<file path="src/rtl/key_filter.sv">
// Debounces one asynchronous key input: two-flop synchronizer feeding a
// four-state filter that accepts a new level only after it has held steadily.
module key_filter #(
  parameter int N     = 10,
  parameter int CNT_W = $clog2(N + 1)
) (
  input  logic clk,
  input  logic reset,
  input  logic key_in,
  output logic key_out,
  output logic key_press,
  output logic key_release
);

  typedef enum logic [1:0] {
    IDLE,
    PRESS_FILT,
    PRESSED,
    REL_FILT
  } state_t;

  localparam logic [CNT_W-1:0] CNT_ONE = CNT_W'(1);
  localparam logic [CNT_W-1:0] CNT_MAX = CNT_W'(N);

  state_t           state_reg;
  logic             s1_reg;
  logic             s2_reg;
  logic [CNT_W-1:0] cnt_reg;

  always_ff @(posedge clk) begin
    if (reset) begin
      s1_reg      <= 1'b0;
      s2_reg      <= 1'b0;
      cnt_reg     <= '0;
      state_reg   <= IDLE;
      key_out     <= 1'b0;
      key_press   <= 1'b0;
      key_release <= 1'b0;
    end else begin
      s1_reg      <= key_in;
      s2_reg      <= s1_reg;
      key_press   <= 1'b0;
      key_release <= 1'b0;

      case (state_reg)
        IDLE: begin
          key_out <= 1'b0;
          if (s2_reg) begin
            state_reg <= PRESS_FILT;
            cnt_reg   <= CNT_ONE;
          end else begin
            cnt_reg <= '0;
          end
        end

        PRESS_FILT: begin
          // Any return to the accepted level discards the partial count.
          if (!s2_reg) begin
            state_reg <= IDLE;
            cnt_reg   <= '0;
          end else if (cnt_reg == CNT_MAX) begin
            state_reg <= PRESSED;
            cnt_reg   <= '0;
            key_out   <= 1'b1;
            key_press <= 1'b1;
          end else begin
            cnt_reg <= cnt_reg + CNT_ONE;
          end
        end

        PRESSED: begin
          key_out <= 1'b1;
          if (!s2_reg) begin
            state_reg <= REL_FILT;
            cnt_reg   <= CNT_ONE;
          end else begin
            cnt_reg <= '0;
          end
        end

        REL_FILT: begin
          if (s2_reg) begin
            state_reg <= PRESSED;
            cnt_reg   <= '0;
          end else if (cnt_reg == CNT_MAX) begin
            state_reg   <= IDLE;
            cnt_reg     <= '0;
            key_out     <= 1'b0;
            key_release <= 1'b1;
          end else begin
            cnt_reg <= cnt_reg + CNT_ONE;
          end
        end

        default: begin
          state_reg <= IDLE;
          cnt_reg   <= '0;
          key_out   <= 1'b0;
        end
      endcase
    end
  end

endmodule

</file>
<file path="config.mk">
export PLATFORM = sky130hd
export DESIGN_NAME = key_filter
export DESIGN_NICKNAME = d
export VERILOG_FILES = /design/src/rtl/key_filter.sv
export SDC_FILE = /design/constraint.sdc
export NUM_CORES = 1
export LEC_CHECK = 0
export BUFFER_PORTS_ARGS = -buffer_cell sky130_fd_sc_hd__buf_2
export CAP_MARGIN = 20
export CORE_AREA = 2 2 39 41
export CTS_CLUSTER_DIAMETER = 50
export CTS_CLUSTER_SIZE = 10
export DETAILED_ROUTE_END_ITERATION = 8
export DIE_AREA = 0 0 41 43
export HOLD_SLACK_MARGIN = 0.1
export PLACE_DENSITY = 0.59
export SLEW_MARGIN = 20
export SYNTH_ARGS = -nofsm -noshare
export SYNTH_HDL_FRONTEND = slang
export SYNTH_SLANG_ARGS = --single-unit
</file>
<file path="constraint.sdc">
create_clock -name clk -period 1.9 [get_ports clk]
set_input_delay 0.19 -clock clk [delete_from_list [all_inputs] [get_ports clk]]
set_output_delay 0.19 -clock clk [all_outputs]
set_load 0.02 [all_outputs]
</file>
==> metrics, run 1 <==
status complete, no violations; total number of vias 383; unrepaired setup endpoints after global routing false; Rel. slew slack 0.8264; FILL cells 140; Syn Inst Count 55; routability cong. 0.6831; Min Clock Period, post-route 1467 ps; initial antenna violation count 0; CTS H-Tree Depth 1; Initial Util 0.3978; post-CTS setup buffer count 0; part of the Yosys area used for sequential elements 0.4000; Slowest cell on crit path dfxtp_1; WL/cell 10.00 um; Die Wd 41 um; post-synthesis register bit count 11; first-pass GRT wire length 1200 um; Synth async-reset ratio 0; Initial DRT Pass Iterations 2; type of the worst min-delay path input pin to flip-flop; Final Util 0.4467; DRC errors left 0; crit path kind flip-flop to flip-flop; fin worst setup slack 432.5 ps; Mapped Nets 65; Post-synth EDFFs 0; vias per cell 4.848; # IOs 6; most area-consuming cells after synthesis dfxtp_1 (40%), ha_1 (16%), a211oi_2 (4.5%), nor2_1 (4.1%), nand3b_4 (3.6%); Clock Skews 3.805 ps; max reg flops 4; Crit. End Element flip-flop; ANT nets after route 0; Synth area leader dfxtp_1; die span in y 43 um; setup violators final 0; GRT Total Usage 0.1058; CP Buf/Inv Count 1; IO Port Bufs 5; top-count cell post-synth dfxtp_1; crit path DAT 1620 ps; CTS max path bufs 2; Clk pin slew, worst setup/hold paths 60 ps; vias in the first global route 311; maxcap violations 0; Worst path max stage delay 350 ps; initial drt markers 3; warning count from the yosys run 0; post-DP HPWL 606.7 um; CP cell instances inv_1 -> ha_1 -> mux2_1 -> o22ai_2 -> mux2i_1 -> nor2_1; WL final 790 um; mapped cell area 550.5 um^2; Startpoint Class flip-flop; die area 1763 um^2; post-cts hold buffer count 0; area fraction of the dominant cell type after synthesis 0.4000; TNS Setup 0 ps; Netlist cell types 23; Pleak 0.2872 nW; clk_lat worst skew 260 ps; Req. time, crit path 2050 ps; Final Hold Fails 0; clock sinks 11; Pwr Density 803.2 nW/um^2; Site Rows 14; CTS tree done; layout cell share with drive strength beyond 1 0.2222; Place WS 423.9 ps; Synth top cells by count dfxtp_1 (11), ha_1 (7), nor2_1 (6); Max Clock Freq 681.4 MHz; largest net degree at the start of global routing 10; Diodes inserted 0; CTS Buf Count 3; Worst Tran Pin Value 259.9 ps; nets 74; fin crit share 0.7724; Layout area overhead 12.27%; CP Max Fanout 4; CORE AREA 1384 um^2; GR Overflow Total 0; Pins Over Slew Limit 0; CTS root buffer clkbuf_4; delay-heaviest family, CP multiplexers; post-CTS resize count 0; Max IR drop VDD 0.5781 mV; Post-synth top flop dfxtp_1; Avg Synthesized Cell Area 10.01 um^2
==> kinds of logic (layout without fill, tap and decap cells) <==
family,Yosys count,after routing,synth area share
buffers and inverters,6,14,0.04091
flip-flops,11,11,0.4000
multiplexers,2,2,0.03864
AND/OR/NAND/NOR,18,18,0.1886
AO/OA/AOI/OAI,9,9,0.1409
adder cells (fa/ha/maj),7,7,0.1591
XOR/XNOR,2,2,0.03182
==> routing by layer <==
metal	up-vias	wire length (um)	global-route usage
met4	0	0	0.02000
met3	0	42	0.09424
met1	174	376	0.1238
met5	-	0	0
met2	6	371	0.1438
li1	203	-	-
==> per-stage QoR <==
step                      hold slack, ps  power (W)  area, um^2  cells
after CTS                          133.7  0.0005055       618.1     79
after global placement             398.7  0.0003490       591.8     75
after global routing               129.9  0.0005291       618.1     79
after floorplan                    318.2  0.0003326       550.5     55
final                              138.7  0.0004965       618.1     79
after detailed placement           410.0  0.0003503       591.8     75
==> placed cells by master, fill, tap and decap left out, drive strengths merged <==
| cell | instances |
|---|---|
| a21o | 1 |
| nand3 | 3 |
| a211oi | 2 |
| clkbuf | 4 |
| nor2b | 2 |
| nand2 | 2 |
| o21ai | 1 |
| mux2i | 1 |
| nor4 | 1 |
| xnor2 | 1 |
| dfxtp | 11 |
| o21a | 1 |
| o22ai | 1 |
| nand3b | 1 |
| a221oi | 1 |
| inv | 5 |
| xor2 | 1 |
| ha | 7 |
| buf | 5 |
| mux2 | 1 |
| nor2 | 6 |
| a21oi | 2 |
| nor3 | 3 |
==> power breakdown <==
group / internal, W / total, W / leakage [nW] / switching [W]
Sequential: 0.000243 / 0.000255 / 0.0895 / 0.0000120
Clock: 0.0000812 / 0.000153 / 0.0150 / 0.0000716
Combinational: 0.0000412 / 0.0000884 / 0.183 / 0.0000472
==> worst register-to-register path: stages, from the launching register on <==
cell     delay, ps
dfxtp_1        350
inv_1           90
ha_1           250
mux2_1         310
o22ai_2        100
mux2i_1        200
nor2_1          50
==> area by class of cell <==
cell class | count | area (um^2) | share of cell area
clock buffers | 4 | 26.28 | 0.04251
inverters | 5 | 18.77 | 0.03036
multi-input cells | 38 | 307.8 | 0.4980
flip-flops and latches | 11 | 220.2 | 0.3563
well taps | 16 | 20.02 | 0.03239
repair buffers | 5 | 25.02 | 0.04049
==> worst paths after layout <==
| check | start | end | slack (ps) | cells after the start |
|---|---|---|---|---|
| worst max-delay path | flip-flop | key_out$_SDFFE_PP0P_ | 430 | 6 |
| worst min register to register | s1_reg$_SDFF_PP0_ | s2_reg$_SDFF_PP0_ | 440 | 1 |
| worst min-delay path | key_in | s1_reg$_SDFF_PP0_ | 140 | 2 |
| worst max register to register | flip-flop | key_out$_SDFFE_PP0P_ | 430 | 6 |
No activity file was read; power rests on OpenSTA's default activity.
==> inputs of run 2 (changes only) <==
==> constraint.sdc (replaced) <==
create_clock -name clk -period 1.39 [get_ports clk]
set_input_delay 0.139 -clock clk [delete_from_list [all_inputs] [get_ports clk]]
set_output_delay 0.139 -clock clk [all_outputs]
set_load 0.02 [all_outputs]
==> run 2 against run 1 <==
Sequential share of layout area decreased by 4.1 points. Combinational power increased by 76%. Sequential cell count did not move. Highest routed layer is now met4. Maximum frequency up 11%. Via count increased by 7.6%. Utilization grew 6.4 points. Cell area is 14% higher. Global-route usage increased by 4.0 points. Routed wire length grew 29%. Critical endpoint is now state_reg[0]$_SDFFE_PP0P_. Total power up 46%.
==> metrics, run 2 (synthesis gave the netlist of run 1 again) <==
IO Port Bufs 5 (unchanged); GR Overflow Total 0 (unchanged); clock sinks 11 (unchanged); FILL cells 128 (-8.6%); Area after DPL 621.8 um^2 (+5.1%); Max IR drop VDD 0.6269 mV (+8.4%); maxcap violations 0 (unchanged); Crit. End Element flip-flop; clk_lat worst skew 270 ps (about the same); CTS root buffer clkbuf_4; routability cong. 0.7825 (+15%); Clock Skews 5.796 ps (+1.991 ps); Min Clock Period, post-route 1323 ps (-144.1 ps); Initial Util 0.3978 (unchanged); post-DP HPWL 707.1 um (+17%); WL/cell 11.86 um (+19%); vias per cell 4.791 (-1.2%); Clk pin slew, worst setup/hold paths 70 ps (about the same); post-route cell area 706.9 um^2 (+14%); first-pass GRT wire length 1669 um (+39%); fin crit share 0.9521 (+0.1797); # IOs 6 (unchanged); CP cell instances inv_1 -> ha_2 -> nand3b_4 -> a211oi_4 -> o21a_2 -> nor3_2; Diodes inserted 0 (unchanged); Pins Over Slew Limit 0 (unchanged); CP Max Fanout 5 (+1); CTS max path bufs 2 (unchanged); commonest non-fill, non-tap cell in the layout dfxtp_1; Pwr Density 1022 nW/um^2 (+27%); Final Util 0.5109 (+0.06420); CP Buf/Inv Count 1 (unchanged); multi-input logic area 339.1 um^2 (+10%); Final Hold Fails 0 (unchanged); WL final 1020 um (+29%); type of the worst min-delay path input pin to flip-flop; layout cell share with drive strength beyond 1 0.4143 (+0.1921); Initial DRT Pass Iterations 2 (unchanged); Site Rows 14 (unchanged); CORE AREA 1384 um^2 (unchanged); die area 1763 um^2 (unchanged); GRT Total Usage 0.1460 (+0.04018); largest net degree at the start of global routing 10 (unchanged); Layout area overhead 28.41%; crit path kind flip-flop to flip-flop; crit path DAT 1470 ps (-150 ps); Rel. slew slack 0.8144 (-0.01200); CTS tree done; commonest cells after routing, fill and taps aside dfxtp_1 (9), nor2_1 (6), buf_4 (6); DRC errors left 0 (unchanged); total number of vias 412 (+7.6%); setup violators final 0 (unchanged); Max Clock Freq 755.6 MHz (+11%); Startpoint Class flip-flop; Worst path max stage delay 330 ps (-20 ps); max reg flops 4 (unchanged); ANT nets after route 0 (unchanged); Req. time, crit path 1540 ps (-510 ps); status complete, no violations; delay-heaviest family, CP compound AO/OA/AOI/OAI gates; vias in the first global route 397 (+28%); CTS Buf Count 3 (unchanged); CTS H-Tree Depth 1 (unchanged); Pleak 0.3146 nW (+9.6%); initial antenna violation count 0 (unchanged); Die Wd 41 um (unchanged); initial drt markers 3 (unchanged); Worst Tran Pin Value 278.0 ps (+18.10 ps); die span in y 43 um (unchanged); Seq. cell area 222.7 um^2 (+1.1%); nets 81 (+9.5%); Slowest cell on crit path dfxtp_1
run 2: power by group:
| part | switching (W) | total (W) | internal [W] |
|---|---|---|---|
| sequential | 0.0000183 | 0.000352 | 0.000334 |
| clock | 0.000103 | 0.000214 | 0.000111 |
| combinational | 0.0000774 | 0.000156 | 0.0000785 |
| total | 0.000199 | 0.000723 | 0.000524 |
run 2: layer usage:
| layer | vias up | wire length (um) | GRT usage |
|---|---|---|---|
| met5 | - | 0 | 0 |
| met4 | 0 | 9 | 0.06000 |
| met3 | 2 | 54 | 0.07853 |
| met2 | 6 | 551 | 0.2250 |
| met1 | 191 | 405 | 0.1591 |
| li1 | 213 | - | - |
run 2: worst paths after layout:
| kind | start | end | slack [ps] | cells past startpoint |
|---|---|---|---|---|
| worst max-delay path | cnt_reg[0]$_SDFF_PP0_ | state_reg[0]$_SDFFE_PP0P_ | 70 | 6 |
| worst min-delay path | reset | flip-flop | 160 | 2 |
| worst max register to register | cnt_reg[0]$_SDFF_PP0_ | state_reg[0]$_SDFFE_PP0P_ | 70 | 6 |
| worst min register to register | s1_reg$_SDFF_PP0_ | s2_reg$_SDFF_PP0_ | 470 | 1 |
run 2: timing repair:
item                                    4_1_cts  5_1_grt
pin swaps                                     0        3
buffers inserted                              0        2
cloned                                        0        0
hold endpoints to repair                      1        0
gates resized for setup                       3        8
endpoints found under the setup margin        2        3
hold buffers                                  1        0
run 2: per-stage QoR:
| step | instances | setup slack [ps] | hold WS [ps] | total power (W) | TNS [ps] |
|---|---|---|---|---|---|
| after floorplan | 55 | 9.163 | 267.2 | 0.0004547 | 0 |
| after detailed placement | 79 | -14.25 | 359.0 | 0.0004886 | -14.25 |
| after global routing | 86 | -8.146 | 161.1 | 0.0007697 | -8.146 |
| final | 86 | 66.58 | 159.3 | 0.0007228 | 0 |
| after global placement | 79 | -8.628 | 347.6 | 0.0004872 | -8.628 |
| after CTS | 84 | 13.20 | 155.2 | 0.0007068 | 0 |
run 2: final cells by class:
cell class,instances,area share
Inverter,5,0.02655
Timing Repair Buffer,12,0.1133
Clock buffer,4,0.03717
Sequential cell,11,0.3150
Multi-Input combinational cell,38,0.4796
Tap cell,16,0.02832
